$ cat config.mk
export PLATFORM = sky130hd
export DESIGN_NAME = fetch_sequencer
export DESIGN_NICKNAME = d
export VERILOG_FILES = /design/src/rtl/fetch_sequencer.sv
export SDC_FILE = /design/constraint.sdc
export NUM_CORES = 1
export LEC_CHECK = 0
export ABC_AREA = 1
export BUFFER_PORTS_ARGS = -buffer_cell sky130_fd_sc_hd__buf_2
export CAP_MARGIN = 30
export CELL_PAD_IN_SITES_DETAIL_PLACEMENT = 1
export CELL_PAD_IN_SITES_GLOBAL_PLACEMENT = 2
export CORE_UTILIZATION = 29
export CTS_CLUSTER_DIAMETER = 150
export DETAILED_ROUTE_END_ITERATION = 8
export GPL_TIMING_DRIVEN = 1
export PLACE_DENSITY = 0.9
export SLEW_MARGIN = 10
export SYNTH_ARGS = -nofsm -noshare
export SYNTH_HDL_FRONTEND = slang
export SYNTH_SLANG_ARGS = --single-unit
$ cat constraint.sdc
create_clock -name clock -period 2.1 [get_ports clock]
set_clock_uncertainty 0.05 [all_clocks]
set_input_delay 0.105 -clock clock [delete_from_list [all_inputs] [get_ports clock]]
set_output_delay 0.105 -clock clock [all_outputs]
set_load 0.02 [all_outputs]
$ cat src/rtl/fetch_sequencer.sv
`default_nettype none
// +--------------------------------------------------------------------------+
// | Module   : fetch_sequencer                                               |
// | Purpose  : Instruction fetch/phase sequencer for the Georgios CPU.       |
// |            Optional fetch watchdog enabled by FETCH_SEQ_TIMEOUT_EN.      |
// | Revision : 1.0                                                           |
// +--------------------------------------------------------------------------+
module fetch_sequencer #(
    parameter int W             = 8,
    parameter int OP_W          = 3,
    parameter int CNT_W         = 16,
    parameter int FETCH_TIMEOUT = 16
) (
    input  logic             clock,
    input  logic             reset,
    input  logic             run,
    output logic [W-1:0]     imem_addr,
    output logic             imem_req,
    input  logic             imem_ack,
    input  logic [W-1:0]     imem_data,
    output logic [W-1:0]     instr,
    output logic [OP_W-1:0]  op,
    output logic             decode_en,
    output logic             exec_en,
    output logic             wb_en,
    output logic [W-1:0]     pc,
    output logic             halted,
    output logic             error,
    output logic [CNT_W-1:0] retired
);

    localparam logic [2:0] S_IDLE   = 3'd0;
    localparam logic [2:0] S_FETCH  = 3'd1;
    localparam logic [2:0] S_DECODE = 3'd2;
    localparam logic [2:0] S_EXEC   = 3'd3;
    localparam logic [2:0] S_WRITE  = 3'd4;
    localparam logic [2:0] S_HALT   = 3'd5;
    localparam logic [2:0] S_ERROR  = 3'd6;

    localparam logic [OP_W-1:0] c_OP_HALT = OP_W'(0);
    localparam logic [OP_W-1:0] c_OP_NOP  = OP_W'(1);

    if (FETCH_TIMEOUT < 1) begin : g_bad_timeout
        $error("FETCH_TIMEOUT must be at least 1");
    end

    logic [2:0]       r_state;
    logic [2:0]       w_next;
    logic [W-1:0]     r_pc;
    logic [W-1:0]     r_instr;
    logic [CNT_W-1:0] r_retired;
    logic [OP_W-1:0]  w_op_in;
    logic             w_fetch_ack;
    logic             w_retire;
    logic             w_timeout;

    assign w_op_in     = imem_data[W-1:W-OP_W];
    assign w_fetch_ack = (r_state == S_FETCH) && imem_ack;
    // A nop retires on its own ack; everything else retires leaving WRITE.
    assign w_retire    = (w_fetch_ack && (w_op_in == c_OP_NOP)) || (r_state == S_WRITE);

`ifdef FETCH_SEQ_TIMEOUT_EN
    localparam int              c_TO_W    = $clog2(FETCH_TIMEOUT + 1);
    localparam logic [c_TO_W-1:0] c_TO_LAST = c_TO_W'(FETCH_TIMEOUT - 1);

    logic [c_TO_W-1:0] r_to_cnt;

    // Counts ack-less FETCH cycles; any other cycle (or an ack) restarts it.
    always_ff @(posedge clock) begin
        if (reset) begin
            r_to_cnt <= '0;
        end else if ((r_state == S_FETCH) && !imem_ack) begin
            r_to_cnt <= r_to_cnt + 1'b1;
        end else begin
            r_to_cnt <= '0;
        end
    end

    assign w_timeout = (r_state == S_FETCH) && !imem_ack && (r_to_cnt == c_TO_LAST);
    assign error     = (r_state == S_ERROR);
`else
    assign w_timeout = 1'b0;
    assign error     = 1'b0;
`endif

    always_comb begin
        w_next = r_state;
        case (r_state)
            S_IDLE:   if (run) w_next = S_FETCH;
            S_FETCH: begin
                if (imem_ack) begin
                    if (w_op_in == c_OP_HALT)     w_next = S_HALT;
                    else if (w_op_in == c_OP_NOP) w_next = run ? S_FETCH : S_IDLE;
                    else                          w_next = S_DECODE;
                end else if (w_timeout) begin
                    w_next = S_ERROR;
                end
            end
            S_DECODE: w_next = S_EXEC;
            S_EXEC:   w_next = S_WRITE;
            S_WRITE:  w_next = run ? S_FETCH : S_IDLE;
            S_HALT:   w_next = S_HALT;
            S_ERROR:  w_next = S_ERROR;
            default:  w_next = S_IDLE;
        endcase
    end

    always_ff @(posedge clock) begin
        if (reset) begin
            r_state   <= S_IDLE;
            r_pc      <= '0;
            r_instr   <= '0;
            r_retired <= '0;
        end else begin
            r_state <= w_next;
            if (w_fetch_ack) begin
                r_instr <= imem_data;
            end
            if (w_retire) begin
                r_pc      <= r_pc + 1'b1;
                r_retired <= r_retired + 1'b1;
            end
        end
    end

    assign imem_addr = r_pc;
    assign imem_req  = (r_state == S_FETCH);
    assign instr     = r_instr;
    assign op        = r_instr[W-1:W-OP_W];
    assign decode_en = (r_state == S_DECODE);
    assign exec_en   = (r_state == S_EXEC);
    assign wb_en     = (r_state == S_WRITE);
    assign pc        = r_pc;
    assign halted    = (r_state == S_HALT);
    assign retired   = r_retired;

endmodule
`default_nettype wire
==> reports/qor.txt, run 1 <==
Final period util: 0.833
Die area: 0.00733 mm²
Final instance area: 0.00236 mm²
CP required: 2.27 ns
Post-Synth Adder-Cell Area: 0.0123
Setup tns final: 0 ns
Initial antenna violation count: 0
Clock power frac: 0.367
Root Buffer: clkbuf_8
Logic pwr share: 0.152
FF-to-FF setup slack: 0.35 ns
Crit. End Element: register
Max rail drop VDD: 0.000214 V
Crit Path Max Fanout: 7
Fraction of layout instances using a drive strength above 1: 0.271
Core Box Area: 0.00676 mm²
Switching share of power: 0.284
Startpoint types: register
Fraction of the mapped netlist area in simple logic gates: 0.361
Fin. Hold Viols: 0
Post-Place Cells: 415
Fin cells: 423
Hold_ws: 0.0205 ns
F_max: 571 MHz
Vias in the first global route: 1772
Fraction of registers with async set/reset: 0
IO Pins: 61
Port bufs: 59
CTS Buffer Depth: 2
EDFF count, synth: 0
XOR/XNOR Fraction of Synth Area: 0.0173
Global routing usage on met2: 0.239
Antenna Cells: 0
Gr usage total: 0.140
DRT antenna net count: 0
Post-Syn Area per Cell: 6.88 µm²
Reg2reg end: retired[8]$_SDFFE_PP0P_
Worst-Skew Late Latency: 0.29 ns
Synth Area in Compound Gates: 0.117
Detailed placer's ending HPWL: 3.72 mm
Max-slew headroom: 0.554
Die width: 85.6 µm
Actual slew at the worst max-slew pin: 0.668 ns
Post-CTS setup buffers: 0
Clock slew at reported path FFs: 0.07 ns
Power share of the sequential group: 0.481
Total CTS buffers: 5
RSZ-0062 raised after global routing: no
Initial core utilization: 0.300
Dominant cell type by area after synthesis: dfxtp_1
P&R area growth vs syn: 16.3%
Cts hold-fix bufs: 0
CTS tree: built
Synthesized Nets: 309
CTS Sinks: 35
GRT met1 Usage: 0.178
Total gr overflow: 0
Drt total wl: 4.96 mm
First-pass GRT wire length: 8.15 mm
Most frequent cell after synthesis: nand2_1
Synth top area share: 0.345
Row count: 30
Setup violations, final: 0
Setup WS post-layout: 0.350 ns
Final Wtd Congestion: 0.778
Post-cts resize count: 0
Combinational family with the most area after synthesis: simple AND/OR/NAND/NOR gates
Cells after synthesis: 295
Tightest Hold Check Type: in -> reg
Peak per-stage delay on the critical path: 0.45 ns
Most frequent cells after synthesis: 73 x nand2_1, 52 x nor2_1, 35 x dfxtp_1, 32 x inv_1, 16 x nand3_1
Tmin final: 1.75 ns
Int Power: 1.06 mW
Post-synth top flop: dfxtp_1
#FFs+latches synth: 35
Tot Pwr: 1.48 mW
Sequential share of the synthesized area: 0.345
CP arrival: 1.92 ns
Busiest grt layer: met2
Netlist cell types: 32
Crit path launch: retired[0]$_SDFFE_PP0P_
Outcome: finished clean
H-tree depth: 2
Largest net degree at the start of global routing: 38
Starting DRT DRC Count: 89
Reg-to-Reg Start: retired[0]$_SDFFE_PP0P_
Placed cell areas: 0.00226 mm²
Cell Chain, Critical Path: ha_1, nand2_1, nor2_1, nand2_1, xnor2_1, nand2_1, a21oi_1
Layout Utilization: 0.349
Net Switching: 0.420 mW
Reg2Reg Depth: 7
WS Path Type: reg -> reg
Vias per Instance: 4.60
Final slew viol count: 0
Met3 Use GR: 0.0202
DRC: 0
Most frequent CP cell: nand2_1
Die height: 85.6 µm
Final #Nets: 356
Wire per inst: 11.7 µm
Cell Area, Synth: 0.00203 mm²
Filler cells: 878
Dpl ws: 0.369 ns
MaxCap Viol Count: 0
Pwr dens: 628 mW/mm²
DR vias: 1946
Critical-path top delay cell: dfxtp_1
Mux cell area share after synthesis: 0
Yosys warning total: 0
Critical Path Sink: retired[8]$_SDFFE_PP0P_
Top cells by area, synth: dfxtp_1 35%, nand2_1 14%, nor2_1 9.6%, inv_1 5.9%, buf_4 4.4%
1st-pass router iterations: 4
P_leak: 1.07 nW
-- cell families (layout without fill, tap and decap cells) --
group           after synthesis  after routing
buf+inv                      53            101
xor+xnor                      4              4
fa+ha+maj                     2              2
simple gates                163            163
compound gates               37             37
flops                        35             35
other cells                   1              1
-- flip-flops by register name (all words and copies together), names as in the netlist --
register   flops
imem_addr      8
instr          8
r_state        3
retired       16
-- cell usage in the layout, fill, tap and decap left out, types with 3 or more instances in the layout --
cell type   n
a21oi_1    11
a21oi_2    10
buf_2      59
clkbuf_8    7
dfxtp_1    35
inv_1      32
nand2_1    73
nand2_2     7
nand3_1    16
nand4_1     4
nor2_1     52
nor3_1      4
o21ai_0    11
xnor2_1     3
-- worst max-delay path: cells and delay by family (launching register included) --
kind            cells  cell delay [ns]
xor+xnor            1             0.15
flops               1             0.45
compound gates      1             0.11
simple gates        4             0.65
fa+ha+maj           1             0.27
-- power by group through the flow --
stage / combinational (mW) / clock (mW) / sequential [mW]
6_report: 0.226 / 0.544 / 0.713
5_1_grt: 0.251 / 0.587 / 0.717
4_1_cts: 0.230 / 0.565 / 0.713
3_5_place_dp: 0.229 / 0 / 0.729
3_3_place_gp: 0.226 / 0 / 0.727
2_1_floorplan: 0.156 / 0 / 0.749
-- layer usage --
| layer | vias up | routed length [µm] |
|---|---|---|
| met5 | - | 0 |
| met4 | 0 | 91 |
| met3 | 8 | 139 |
| met2 | 27 | 2340 |
| met1 | 908 | 2390 |
| li1 | 1003 | - |
-- worst min-delay path by stage --
stage / startpoint / end / slack [ns] / cells after the start
2_1_floorplan: reset / instr[5]$_SDFFE_PP0N_ / 0.13 / 1
3_3_place_gp: imem_data[3] / instr[3]$_SDFFE_PP0N_ / 0.31 / 3
3_5_place_dp: imem_data[2] / instr[2]$_SDFFE_PP0N_ / 0.32 / 3
6_report: imem_data[1] / instr[1]$_SDFFE_PP0N_ / 0.02 / 3
5_1_grt: imem_data[1] / instr[1]$_SDFFE_PP0N_ / 0.05 / 3
4_1_cts: imem_data[2] / instr[2]$_SDFFE_PP0N_ / 0.02 / 3
-- area by class of cell --
type                    instances  area (µm²)  share of cell area
clock buffers                   8         100              0.0424
inverters                      34         129              0.0546
multi-input cells             207        1030               0.438
repair buffers                 59         295               0.125
well taps                      80         100              0.0424
flip-flops and latches         35         701               0.297
Note: power is estimated with default switching activity, not from simulation.
==> inputs of run 2 (changes only) <==
CORE_UTILIZATION = 24   (was 29)
PLACE_DENSITY = 0.8   (was 0.9)
clock period = 1.55 ns   (was 2.1 ns; I/O delays follow)
==> run 2 against run 1 <==
Against the previous run:
- critical path depth is 2 higher
- hold slack worse by 0.016 ns
- clock power is 19% higher
- die area is 20% higher
==> reports/qor.txt, run 2 (same netlist as run 1, synthesis figures left out) <==
Critical-path top delay cell: dfxtp_1
Root Buffer: clkbuf_8
Fraction of layout instances using a drive strength above 1: 0.327 (+0.0558)
Reg2Reg Depth: 9 (+2)
Final Wtd Congestion: 0.784 (+0.82%)
Clock slew at reported path FFs: 0.07 ns (about the same)
Delay-heaviest family, CP: simple AND/OR/NAND/NOR gates
Initial core utilization: 0.247 (-0.0533)
Tmin final: 1.42 ns (-0.327 ns)
Tightest Hold Check Type: in -> reg
Peak per-stage delay on the critical path: 0.33 ns (-0.12 ns)
Detailed placer's ending HPWL: 4.09 mm (+9.8%)
Vias per Instance: 4.28 (-6.9%)
Power share of the sequential group: 0.492 (+0.011)
P_leak: 1.17 nW (+9.5%)
Initial antenna violation count: 0 (unchanged)
Switching share of power: 0.296 (+0.0129)
Startpoint types: register
Post-Place Cells: 453 (+9.2%)
DRC: 0 (unchanged)
P&R area growth vs syn: 26.5%
CP required: 1.69 ns (-0.58 ns)
Drt total wl: 5.57 mm (+12%)
Final period util: 0.918 (+0.0850)
Die area: 0.00882 mm² (+20%)
Largest net degree at the start of global routing: 34 (-11%)
CTS Sinks: 35 (unchanged)
Max rail drop VDD: 0.000304 V (+42%)
Setup violations, final: 0 (unchanged)
Gr usage total: 0.129 (-0.0110)
Cell Chain, Critical Path: inv_1, nand2_2, nor2_4, nand3_4, nand2_8, buf_4, nand3_1, nand2_1, a21oi_2
Hold depth: 3 (unchanged)
F_max: 703 MHz (+23%)
Max-slew headroom: 0.516 (-0.0382)
MaxCap Viol Count: 0 (unchanged)
Crit. End Element: register
WP depth: 9 (+2)
Most frequent cells in the layout: 72 x nand2_1, 59 x buf_2, 50 x nor2_1
Tot Pwr: 1.96 mW (+32%)
Logic pwr share: 0.178 (+0.026)
Total gr overflow: 0 (unchanged)
Int Power: 1.38 mW (+30%)
WS Path Type: reg -> reg
Die width: 93.9 µm (+9.7%)
Wire per inst: 11.9 µm (+1.4%)
IO Pins: 61 (unchanged)
CP Buf/Inv Count: 2 (+2)
Max FFs per register: 16 (unchanged)
Clock power frac: 0.330 (-0.037)
Worst-Skew Late Latency: 0.29 ns (about the same)
Starting DRT DRC Count: 42 (-53%)
Actual slew at the worst max-slew pin: 0.725 ns (+0.0572 ns)
CTS Buffer Depth: 2 (unchanged)
Net Switching: 0.580 mW (+38%)
CP arrival: 1.56 ns (-0.36 ns)
Core Box Area: 0.00822 mm² (+22%)
Commonest non-fill, non-tap cell in the layout: nand2_1
Outcome: finished clean
H-tree depth: 2 (unchanged)
CTS tree: built
First-pass GRT wire length: 9.03 mm (+11%)
1st-pass router iterations: 4 (unchanged)
Row count: 33 (+10%)
DRT antenna net count: 0 (unchanged)
Fin. Hold Viols: 0 (unchanged)
Vias in the first global route: 1932 (+9.0%)
Final slew viol count: 0 (unchanged)
Fin cells: 469 (+11%)
DR vias: 2008 (+3.2%)
Port bufs: 59 (unchanged)
Pwr dens: 762 mW/mm² (+21%)
Final #Nets: 377 (+5.9%)
Crit Path Max Fanout: 15 (+8)
Die height: 93.9 µm (+9.7%)
Antenna Cells: 0 (unchanged)
Total CTS buffers: 5 (unchanged)
-- run 2: cell count changes in the layout (fill, tap and decap cells not counted), sizes merged --
| cell | before | now |
|---|---|---|
| buf | 59 | 75 |
| dlygate4sd3 | 0 | 4 |
| clkbuf | 8 | 7 |
| clkinv | 1 | 2 |
| nand2 | 81 | 82 |
-- run 2: metal layers --
layer,wire [µm],GRT usage,vias up
li1,-,-,1045
met1,2650,0.169,928
met2,2680,0.210,28
met3,150,0.0251,7
met4,89,0.0487,0
met5,0,0,-
-- run 2: final cells by class --
type	instances	area [µm²]
clock buffer	7	76.3
tap	105	131
timing repair buffer	79	455
inverter	34	129
clock inverter	1	5.00
multi-input combinational	208	1060
sequential	35	708
fill	1071	5650
-- run 2: worst reg2reg max path, stage by stage (launching register included) --
cell	delay (ns)
dfxtp_1	0.33
inv_1	0.11
nand2_2	0.07
nor2_4	0.14
nand3_4	0.15
nand2_8	0.17
buf_4	0.14
nand3_1	0.06
nand2_1	0.08
a21oi_2	0.04
-- run 2: stage by stage --
step	hold WS, ns	utilization	setup TNS [ns]	area (µm²)	setup slack, ns
CTS	0.00143	0.306	0	2510	0.0319
finish	0.00491	0.312	0	2560	0.127
floorplan	0.106	-	0	2030	0.00988
global placement	0.280	0.291	-0.00358	2390	-0.00358
global route	0.00935	0.312	-0.00840	2560	-0.00840
detailed placement	0.289	0.291	-0.00467	2390	-0.00467
-- run 2: repair_timing --
| action | in CTS | in global routing |
|---|---|---|
| setup buffers | 0 | 3 |
| hold buffers | 4 | 0 |
| gates resized for setup | 2 | 8 |
| setup endpoints to repair | 3 | 16 |
| gates cloned | 0 | 1 |
| pin swaps | 0 | 1 |
| endpoints found under the hold margin | 4 | 0 |
-- run 2: worst paths after layout --
path,startpoint,end,slack [ns]
max reg2reg,r_state[1]$_SDFFE_PP0P_,imem_addr[5]$_SDFFE_PP0P_,0.13
max,r_state[1]$_SDFFE_PP0P_,imem_addr[5]$_SDFFE_PP0P_,0.13
min,imem_data[3],instr[3]$_SDFFE_PP0N_,0.005
min reg2reg,retired[2]$_SDFFE_PP0P_,retired[2]$_SDFFE_PP0P_,0.43
-- run 2: power by group through the flow --
stage                     logic [mW]  clock network, mW  registers (mW)
after detailed placement       0.334                  0           0.983
after global placement         0.332                  0           0.981
after CTS                      0.343              0.679           0.962
after global routing           0.387              0.718           0.967
final                          0.348              0.645           0.962
after floorplan                0.212                  0            1.02
==> inputs of run 3 (changes only) <==
CORE_UTILIZATION = 27   (was 24)
PLACE_DENSITY = 0.85   (was 0.8)
clock period = 1.5 ns   (was 1.55 ns; I/O delays follow)
==> run 3 against run 2 <==
Against the previous run:
- global-route usage increased by 1.7 points
- highest routed layer unchanged
- clock power decreased by 1%
- combinational power increased by 7.5%
- critical path depth unchanged
- largest power group unchanged
- die area decreased by 11%
==> reports/qor.txt, run 3 (same netlist as run 1, synthesis figures left out) <==
Power share of the sequential group: 0.496 (+0.004)
Gr usage total: 0.147 (+0.0174)
Setup WS post-layout: 0.0875 ns (-0.0391 ns)
Hold depth: 3 (unchanged)
Outcome: finished clean
DR vias: 2037 (+1.4%)
Crit Path Max Fanout: 6 (-9)
Register area: 707 µm² (-0.18%)
Die area: 0.00786 mm² (-11%)
Worst-Skew Late Latency: 0.28 ns (about the same)
Reg2reg end: retired[6]$_SDFFE_PP0P_
Fraction of layout instances using a drive strength above 1: 0.339 (+0.0119)
Hold path startpoint: imem_data[4]
Row count: 31 (-6.1%)
Vias in the first global route: 1912 (-1.0%)
Final slew viol count: 0 (unchanged)
Pwr dens: 780 mW/mm² (+2.3%)
Final #Nets: 378 (+0.27%)
Multi-input gate area: 0.00105 mm² (-1.1%)
CP arrival: 1.58 ns (+0.02 ns)
P_leak: 1.18 nW (+0.80%)
Drt total wl: 5.56 mm (-0.29%)
Total gr overflow: 0 (unchanged)
Final Wtd Congestion: 0.803 (+2.4%)
Logic pwr share: 0.187 (+0.009)
Die height: 88.7 µm (-5.6%)
Placed cell areas: 0.00242 mm² (+1.2%)
1st-pass router iterations: 4 (unchanged)
Port bufs: 59 (unchanged)
Antenna Cells: 0 (unchanged)
Hold EP: instr[4]$_SDFFE_PP0N_
Fin. Hold Viols: 0 (unchanged)
Reg2Reg Depth: 9 (unchanged)
F_max: 708 MHz (+0.77%)
Final period util: 0.942 (+0.0234)
MaxCap Viol Count: 0 (unchanged)
Max FFs per register: 16 (unchanged)
Root Buffer: clkbuf_8
Detailed placer's ending HPWL: 4.16 mm (+1.8%)
IO Pins: 61 (unchanged)
Die width: 88.7 µm (-5.6%)
Total CTS buffers: 5 (unchanged)
Final instance area: 0.00257 mm² (+0.29%)
Initial antenna violation count: 0 (unchanged)
Crit. End Element: register
WS Path Type: reg -> reg
Clock slew at reported path FFs: 0.07 ns (about the same)
Switching share of power: 0.294 (-0.00259)
Initial core utilization: 0.280 (+0.0328)
Hold_ws: 0.00239 ns (-0.00253 ns)
Core Box Area: 0.00725 mm² (-12%)
DRT antenna net count: 0 (unchanged)
DRC: 0 (unchanged)
Most frequent cells in the layout: 73 x nand2_1, 59 x buf_2, 48 x nor2_1
Reg-to-Reg Start: r_state[1]$_SDFFE_PP0P_
Startpoint types: register
First-pass GRT wire length: 8.99 mm (-0.47%)
CTS Buffer Depth: 2 (unchanged)
CP required: 1.66 ns (-0.03 ns)
Filler cells: 979 (-8.6%)
Setup tns final: 0 ns (unchanged)
Tightest Hold Check Type: in -> reg
FF-to-FF setup slack: 0.09 ns (-0.04 ns)
Largest net degree at the start of global routing: 18 (-47%)
RSZ-0062 raised after global routing: yes
P&R area growth vs syn: 26.8%
Dpl ws: 0.0433 ns (+0.0480 ns)
Starting DRT DRC Count: 62 (+48%)
Int Power: 1.42 mW (+3.0%)
H-tree depth: 2 (unchanged)
Tmin final: 1.41 ns (-0.0109 ns)
Commonest non-fill, non-tap cell in the layout: nand2_1
Vias per Instance: 4.41 (+3.0%)
Setup violations, final: 0 (unchanged)
Net Switching: 0.590 mW (+1.7%)
Clock power frac: 0.317 (-0.013)
Tot Pwr: 2.01 mW (+2.6%)
CTS Sinks: 35 (unchanged)
Max rail drop VDD: 0.000306 V (+0.83%)
CTS tree: built
Wire per inst: 12.0 µm (+1.2%)
run 3: area by class of cell:
cell class,instances,share of cell area
repair buffers,81,0.190
clock buffers,6,0.0282
inverters,34,0.0511
well taps,99,0.0482
flip-flops and latches,35,0.275
multi-input cells,207,0.408
run 3: worst max path at each step:
stage	start	endpoint	slack [ns]	depth (start not counted)
after floorplan	retired[1]$_SDFFE_PP0P_	retired[14]$_SDFFE_PP0P_	0.03	9
after global placement	retired[1]$_SDFFE_PP0P_	retired[14]$_SDFFE_PP0P_	0.1	9
after detailed placement	retired[1]$_SDFFE_PP0P_	retired[14]$_SDFFE_PP0P_	0.04	9
after CTS	retired[1]$_SDFFE_PP0P_	retired[14]$_SDFFE_PP0P_	0.02	9
after global routing	retired[0]$_SDFFE_PP0P_	retired[8]$_SDFFE_PP0P_	-0.03	7
final	r_state[1]$_SDFFE_PP0P_	retired[6]$_SDFFE_PP0P_	0.09	9
run 3: metal layers:
layer / vias up / global-route usage / part of all wire
li1: 1047 / - / -
met5: - / 0 / 0
met2: 26 / 0.243 / 0.49
met4: 0 / 0.0484 / 0.012
met3: 5 / 0.0271 / 0.024
met1: 959 / 0.192 / 0.48
run 3: per-stage QoR:
step | util | instances
final | 0.355 | 462
after global placement | 0.333 | 448
after floorplan | - | 295
after global routing | 0.355 | 462
after CTS | 0.343 | 454
after detailed placement | 0.333 | 448
run 3: power by group through the flow:
stage / registers, mW / logic, mW / clock network (mW)
finish: 0.995 / 0.374 / 0.636
CTS: 0.994 / 0.360 / 0.668
global route: 1.00 / 0.412 / 0.711
detailed placement: 1.02 / 0.359 / 0
floorplan: 1.05 / 0.219 / 0
global placement: 1.01 / 0.353 / 0
run 3: critical path, cell delays in order, from the launching register on:
cell and delay (ns):
dfxtp_2 0.34, inv_2 0.07, nand2_2 0.06, nor2_4 0.17
nand3_4 0.11, nand2_8 0.12, buf_6 0.13, buf_4 0.11
nand2_2 0.04, a21oi_2 0.13
run 3: what timing repair did:
item | in CTS | in global routing
endpoints found under the setup margin | 0 | 13
hold buffers | 0 | 0
setup buffers | 0 | 8
resized for setup | 0 | 14
